===== src/rtl/alu_issue.sv =====
// alu_issue: issue/capture stage in front of the combinational alu.
// Accepts one request at a time, registers operands/opcode onto the alu
// inputs, waits SETTLE_CYCLES, captures the alu result and hands it out
// through a valid/ready response port. Counts completed responses.
// Optional feature macro: ALU_ISSUE_OPRN_CHECK_EN (illegal-opcode trap).
module alu_issue #(
    parameter int SETTLE_CYCLES  = 1,   // legal range 1..15
    parameter int DATA_WIDTH     = 32,
    parameter int ALU_OPRN_WIDTH = 6
) (
    input  logic                      CLK,
    input  logic                      RST,
    input  logic                      REQ_VALID,
    output logic                      REQ_READY,
    input  logic [DATA_WIDTH-1:0]     REQ_OP1,
    input  logic [DATA_WIDTH-1:0]     REQ_OP2,
    input  logic [ALU_OPRN_WIDTH-1:0] REQ_OPRN,
    output logic [DATA_WIDTH-1:0]     ALU_OP1,
    output logic [DATA_WIDTH-1:0]     ALU_OP2,
    output logic [ALU_OPRN_WIDTH-1:0] ALU_OPRN,
    input  logic [DATA_WIDTH-1:0]     ALU_RESULT,
    output logic                      RSP_VALID,
    input  logic                      RSP_READY,
    output logic [DATA_WIDTH-1:0]     RSP_RESULT,
    output logic                      RSP_ERR,
    output logic [15:0]               CNT_DONE
);

    typedef enum logic [1:0] {IDLE, WAIT, RESP} state_t;

    // Counter preload: WAIT lasts SETTLE_CYCLES edges including the capture edge.
    localparam logic [3:0] SETTLE_M1 = 4'(SETTLE_CYCLES - 1);

    state_t      state, state_nxt;
    logic [3:0]  settle_cnt;
    logic [15:0] cnt_q;
    logic        accept;
    logic        illegal;

    assign accept   = REQ_VALID & REQ_READY;
    assign CNT_DONE = cnt_q;

`ifdef ALU_ISSUE_OPRN_CHECK_EN
    // Only opcodes 0x01..0x09 are forwarded to the alu.
    assign illegal = (REQ_OPRN == '0) || (REQ_OPRN > ALU_OPRN_WIDTH'(9));
`else
    assign illegal = 1'b0;
`endif

    // State register.
    always_ff @(posedge CLK) begin
        if (!RST) state <= IDLE;
        else      state <= state_nxt;
    end

    // Next-state logic; an illegal opcode skips WAIT and answers on the next edge.
    always_comb begin
        state_nxt = state;
        case (state)
            IDLE: if (accept) state_nxt = illegal ? RESP : WAIT;
            WAIT: if (settle_cnt == '0) state_nxt = RESP;
            RESP: begin
                if (RSP_READY) begin
                    if (REQ_VALID) state_nxt = illegal ? RESP : WAIT;
                    else           state_nxt = IDLE;
                end
            end
            default: state_nxt = IDLE;
        endcase
    end

    // Handshake outputs; REQ_READY sees RSP_READY combinationally so a retire
    // edge can also accept the next request.
    always_comb begin
        REQ_READY = (state == IDLE) || ((state == RESP) && RSP_READY);
        RSP_VALID = (state == RESP);
    end

    // Datapath: alu input registers, settle counter, result capture, done count.
    always_ff @(posedge CLK) begin
        if (!RST) begin
            ALU_OP1    <= '0;
            ALU_OP2    <= '0;
            ALU_OPRN   <= '0;
            settle_cnt <= '0;
            RSP_RESULT <= '0;
            cnt_q      <= '0;
        end else begin
            if (accept && !illegal) begin
                ALU_OP1    <= REQ_OP1;
                ALU_OP2    <= REQ_OP2;
                ALU_OPRN   <= REQ_OPRN;
                settle_cnt <= SETTLE_M1;
            end else if ((state == WAIT) && (settle_cnt != '0)) begin
                settle_cnt <= settle_cnt - 4'd1;
            end

            if ((state == WAIT) && (settle_cnt == '0))
                RSP_RESULT <= ALU_RESULT;
            else if (accept && illegal)
                RSP_RESULT <= '0;

            if ((state == RESP) && RSP_READY)
                cnt_q <= cnt_q + 16'd1;
        end
    end

`ifdef ALU_ISSUE_OPRN_CHECK_EN
    // Error flag follows the most recently accepted request.
    always_ff @(posedge CLK) begin
        if (!RST)        RSP_ERR <= 1'b0;
        else if (accept) RSP_ERR <= illegal;
    end
`else
    assign RSP_ERR = 1'b0;
`endif

endmodule


===== config.mk =====
export PLATFORM = sky130hd
export DESIGN_NAME = alu_issue
export DESIGN_NICKNAME = d
export VERILOG_FILES = /design/src/rtl/alu_issue.sv
export SDC_FILE = /design/constraint.sdc
export NUM_CORES = 1
export LEC_CHECK = 0
export CAP_MARGIN = 15
export CORE_ASPECT_RATIO = 2
export CORE_MARGIN = 10
export CORE_UTILIZATION = 36
export CTS_CLUSTER_DIAMETER = 80
export DETAILED_ROUTE_END_ITERATION = 12
export PLACE_DENSITY = 0.72
export SYNTH_ARGS = -nofsm -noshare
export SYNTH_HDL_FRONTEND = slang
export SYNTH_SLANG_ARGS = --single-unit

===== constraint.sdc =====
create_clock -name CLK -period 1.6 [get_ports CLK]
set_input_delay 0.4 -clock CLK [delete_from_list [all_inputs] [get_ports CLK]]
set_output_delay 0.4 -clock CLK [all_outputs]
set_load 0.005 [all_outputs]

==> metrics, run 1 <==
FF/Latch Area=0.002510 sq mm; hold path cells=2; dominant synthesized flop cell=dfxtp_1; # setup viols final=0; worst-path fanout max=8; post-synthesis register bit count=124; Synth Cell Area=0.004504 sq mm; Final min period=1.586 ns; EDFF count, synth=0; post-DR vias/cell=4.850; CTS sink cnt=124; largest cells by area after synthesis=dfxtp_1, nand2_1, a21oi_1, clkbuf_1, nor2_1; CP bufs+invs=3; Req. time, crit path=1.93 ns; Crit path arrival time=1.92 ns; FILL cells=1076; grt ovf=0; reg2reg start=settle_cnt[1]; R2R Setup Slk=0.01 ns; Hold EP=RSP_RESULT[15]; remaining antenna violation count=0; CP endpoint kind=flip-flop; hold crit path type=reg2reg; final hold vios=0; Synth cell types=34; Area Growth Syn to Fin=71.03%; top post-synthesis cells by count=nand2_1, dfxtp_1, a21oi_1, clkbuf_1, nor2_1; Die Height=178.2 um; Multi-input gate area=0.001901 sq mm; DR WL/cell=16.84 um; Die Area=0.01766 sq mm; first-pass GRT wire length=25240 um; nets=911; CTS tree=yes; power per cell area=1116 mW/mm^2; Synth Area per Inst=8.001 sq um; Clock Pin Slew Worst Setup and Hold Paths=0.05 ns; Final Max Tran Viols=0; HP Start=RSP_RESULT[15]; placed insts=923; largest net degree at the start of global routing=64; Synth top area share=0.5511; initial antenna violation count=1; Global Route Usage Sum=0.1773; CP max stage cell=or3b_4; Worst Hold Margin=0.4490 ns; Setup crit start=settle_cnt[1]; gpl congestion=0.8203; outcome=complete, no violations; syn nets=671; Synth area leader=dfxtp_1; design area=0.007704 sq mm; Residual DRC=0; IO Pins=227; max cap viols=0; Async SR Flop Fraction=0; unrepaired setup endpoints after global routing=true; Critical Path, Cell by Cell=inv_2, ha_4, or3b_4, nor2_4, buf_4, clkbuf_16, nand2_1, a21oi_1; Starting Density=0.3693; via count=4675; crit path kind=reg2reg; cells after synthesis=563; clk_skew=0.01144 ns; Max Fclk=630.4 MHz; H-tree depth=4; die width=99.10 um; vias in the first global route=4855; core footprint=0.01220 sq mm; Tcrit/Tclk final=0.9914; cells on worst reg2reg path=8; synth warn=0; sequential area share after synthesis=0.5511; Port Buffer Count=225; num rows=57; 1st-iter DRT viols=141; RR Endpoint=RSP_RESULT[29]; post-route insts no fill=964; layout cells sized above 1=0.1225; CTS buffer count=17; critical path launch point type=flip-flop; placed instance area=0.007027 sq mm; setup_tns=0 ns; drt first pass iters=6; P_leak=0.003436 uW; count leader, synth=nand2_1; worst vdd ir=901.8 uV; clk root buf=clkbuf_16; final wirelength=16230 um; delay-heaviest family, CP=simple AND/OR/NAND/NOR gates; Final HPWL DP=11980 um; Max stage delay on crit path=0.39 ns; CTS max path bufs=2; Clk Latency, worst-skew pair=0.41 ns
[cells in the final DEF (no fill, tap or decap), types with 5 or more instances in the layout]
cell type / netlist / final
a21oi_1: 105 / 100
a21oi_2: 0 / 5
buf_12: 0 / 5
buf_4: 5 / 23
bufinv_16: 0 / 5
clkbuf_16: 0 / 18
clkdlybuf4s50_1: 0 / 104
dfxtp_1: 124 / 108
dfxtp_2: 0 / 13
dlygate4sd2_1: 0 / 119
nand2_1: 211 / 211
nand3_1: 8 / 7
nor2_1: 21 / 21
xnor2_1: 6 / 6
xor2_1: 8 / 8
[report_power, final]
part           internal (uW)  switching (uW)
Sequential              3250            76.5
Clock                   2860            1420
Combinational            551             449
[worst max path at each step]
| stage | end | slack [ns] | depth (start not counted) |
|---|---|---|---|
| floorplan | RSP_RESULT[10] | 0.09 | 7 |
| global placement | REQ_READY | -0.52 | 4 |
| detailed placement | REQ_READY | -0.50 | 4 |
| CTS | RSP_RESULT[7] | -0.06 | 8 |
| global route | RSP_RESULT[30] | -0.07 | 8 |
| finish | RSP_RESULT[29] | 0.01 | 8 |
[worst register-to-register path: stages, from the launching register on]
cell and delay, ns:
dfxtp_2 0.32, inv_2 0.06, ha_4 0.12, or3b_4 0.39, nor2_4 0.16, buf_4 0.15, clkbuf_16 0.14, nand2_1 0.05
a21oi_1 0.12
[repair_timing]
| action | 4_1_cts | 5_1_grt |
|---|---|---|
| cloned | 2 | 1 |
| hold buffers | 0 | 0 |
| setup endpoints to repair | 152 | 34 |
| resized for setup | 152 | 11 |
| setup buffers | 4 | 3 |
| pin swaps | 3 | 2 |
[layout make-up]
| class | count | share of cell area |
|---|---|---|
| clock buffer | 19 | 0.05879 |
| antenna | 1 | 0.0003248 |
| tap | 147 | 0.02388 |
| sequential | 124 | 0.3258 |
| clock inverter | 13 | 0.02761 |
| timing repair buffer | 257 | 0.3148 |
| multi-input combinational | 399 | 0.2467 |
| inverter | 4 | 0.002111 |
[flip-flops by register name, summed over array words and instances, names as in the netlist]
name	flops
state	2
RSP_RESULT	32
ALU_OP2	32
settle_cnt	4
CNT_DONE	16
ALU_OPRN	6
ALU_OP1	32
[metrics by stage]
| step | setup WS [ns] | util | power (uW) |
|---|---|---|---|
| detailed placement | -0.5031 | 0.5762 | 4474 |
| floorplan | 0.08783 | - | 3744 |
| global route | -0.07258 | 0.6317 | 8938 |
| finish | 0.01382 | 0.6317 | 8601 |
| CTS | -0.05769 | 0.6289 | 8691 |
| global placement | -0.5206 | 0.5762 | 4447 |
[layer usage]
| layer | wire length, um | GRT usage | vias up |
|---|---|---|---|
| li1 | - | - | 2310 |
| met1 | 5463 | 0.1650 | 2136 |
| met2 | 8813 | 0.3198 | 194 |
| met3 | 1410 | 0.07439 | 35 |
| met4 | 546 | 0.09064 | 0 |
| met5 | 0 | 0 | - |
[cell families after synthesis]
| kind of cell | synth area share |
|---|---|
| AOI/OAI and AO/OA | 0.1228 |
| xor gates and xnor gates | 0.02722 |
| adders and majority gates | 0.005555 |
| buffers and inverters | 0.03972 |
| DFF | 0.5511 |
| muxes | 0.004445 |
| other | 0.0008325 |
| and+or+nand+nor | 0.2483 |
No activity file was read; power rests on OpenSTA's default activity.
==> run 2: changes to the inputs <==
ABC_CLOCK_PERIOD_IN_PS = 1600   (was not set)
HOLD_SLACK_MARGIN = 0.12   (was not set)
PLACE_DENSITY = not set   (was 0.72)
PLACE_DENSITY_LB_ADDON = 0.1   (was not set)
==> metrics, run 2 (synthesis gave the netlist of run 1 again) <==
outcome=complete, no violations; Port Buffer Count=225 (unchanged); Die Area=0.01766 sq mm (unchanged); post-DR vias/cell=4.823 (-0.55%); Clock Pin Slew Worst Setup and Hold Paths=0.05 ns (about the same); Final min period=1.552 ns (-0.03385 ns); clk_skew=0.008953 ns (-0.002487 ns); leading cell type in the layout, fill and taps excluded=nand2_1; crit path kind=reg2reg; Area Growth Syn to Fin=72.11%; largest net degree at the start of global routing=49 (-23%); CTS tree=yes; gpl congestion=0.7721 (-5.9%); drt first pass iters=6 (unchanged); first-pass GRT wire length=24580 um (-2.6%); nets=914 (+0.33%); # hold bufs at CTS=0 (unchanged); IO Pins=227 (unchanged); Starting Density=0.3693 (unchanged); Die Height=178.2 um (unchanged); hold path cells=2 (unchanged); power per cell area=1058 mW/mm^2 (-5.3%); critical path launch point type=flip-flop; initial antenna violation count=0 (-1); CTS max path bufs=2 (unchanged); Largest regs=ALU_OP1: 32 flops, ALU_OP2: 32 flops, RSP_RESULT: 32 flops; placed insts=928 (+0.54%); layout cells sized above 1=0.1404 (+0.01787); die width=99.10 um (unchanged); Crit path arrival time=1.89 ns (-0.03 ns); hold crit path type=reg2reg; worst-path fanout max=16 (+8); via count=4659 (-0.34%); post-route insts no fill=966 (+0.21%); Max Fclk=644.2 MHz (+2.2%); final hold vios=0 (unchanged); Final Max Tran Viols=0 (unchanged); Final HPWL DP=12000 um (+0.19%); core footprint=0.01220 sq mm (unchanged); H-tree depth=4 (unchanged); cells on worst reg2reg path=7 (-1); remaining antenna violation count=0 (unchanged); setup_tns=0 ns (unchanged); Req. time, crit path=1.93 ns (about the same); 1st-iter DRT viols=180 (+28%); max cap viols=0 (unchanged); worst vdd ir=767.9 uV (-15%); Clk Latency, worst-skew pair=0.41 ns (about the same); vias in the first global route=4699 (-3.2%); DR WL/cell=16.56 um (-1.7%); # setup viols final=0 (unchanged); clk root buf=clkbuf_16; number of diodes=0 (-1); P_leak=0.003448 uW (+0.36%); DP Worst Slack=-0.4308 ns (+0.07230 ns); CP endpoint kind=flip-flop; num rows=57 (unchanged); CTS sink cnt=124 (unchanged); commonest non-fill, non-tap cells in the layout=nand2_1, dlygate4sd2_1, dfxtp_1; final wirelength=16000 um (-1.4%); grt ovf=0 (unchanged); Residual DRC=0 (unchanged); Tcrit/Tclk final=0.9702 (-0.02116); CTS buffer count=17 (unchanged); min setup slack post-route=0.04767 ns (+0.03385 ns); Global Route Usage Sum=0.1739 (-0.003346)
run 2: cell types whose count changed in the layout (fill, tap and decap cells not counted), sizes merged:
cell,before,now
clkinv,4,6
clkbuf,21,20
buf,32,35
clkdlybuf4s15,0,1
diode,1,0
bufinv,5,3
run 2: critical path: stages (launching register included):
cell,delay (ns)
dfxtp_2,0.32
inv_2,0.06
ha_4,0.13
or3b_4,0.39
nor2_4,0.20
buf_12,0.18
nand2_1,0.08
a21oi_2,0.13
run 2: stage by stage:
stage / cell area (sq um) / hold WS, ns / utilization / total power, uW
finish: 7752 / 0.4476 / 0.6357 / 8199
global route: 7752 / 0.4682 / 0.6357 / 8528
CTS: 7740 / 0.4503 / 0.6347 / 8313
detailed placement: 7102 / 0.4455 / 0.5823 / 4505
global placement: 7102 / 0.4417 / 0.5823 / 4479
floorplan: 4504 / 0.4527 / - / 3744
run 2: what timing repair did:
item	in CTS	in global routing
resized for setup	159	21
pin swaps	3	3
cloned	2	0
buffers inserted	6	0
endpoints found under the setup margin	152	31
run 2: where the power goes:
group          total, uW  internal, uW  switching (uW)
sequential          3310          3240            73.7
clock               3850          2460            1400
combinational       1030           573             460
total               8200          6270            1930
run 2: layer usage:
metal	wire, um	global-route usage	vias to the layer above
met5	0	0	-
met2	8496	0.3160	189
met1	5404	0.1611	2126
met4	383	0.07623	0
met3	1713	0.07943	29
li1	-	-	2315
run 2: final timing paths:
kind / startpoint / endpoint / slack, ns
min: ALU_OP1[18] / ALU_OP1[18] / 0.45
max: settle_cnt[1] / RSP_RESULT[11] / 0.05
max reg2reg: settle_cnt[1] / RSP_RESULT[11] / 0.05
min reg2reg: ALU_OP1[18] / ALU_OP1[18] / 0.45
run 2: layout make-up:
type | instances | area, sq um
fillers | 1133 | 4443
clock inverters | 13 | 166.4
multi-input cells | 399 | 1948
well taps | 147 | 183.9
inverters | 4 | 16.27
clock buffers | 19 | 432.9
flip-flops and latches | 124 | 2520
repair buffers | 260 | 2485
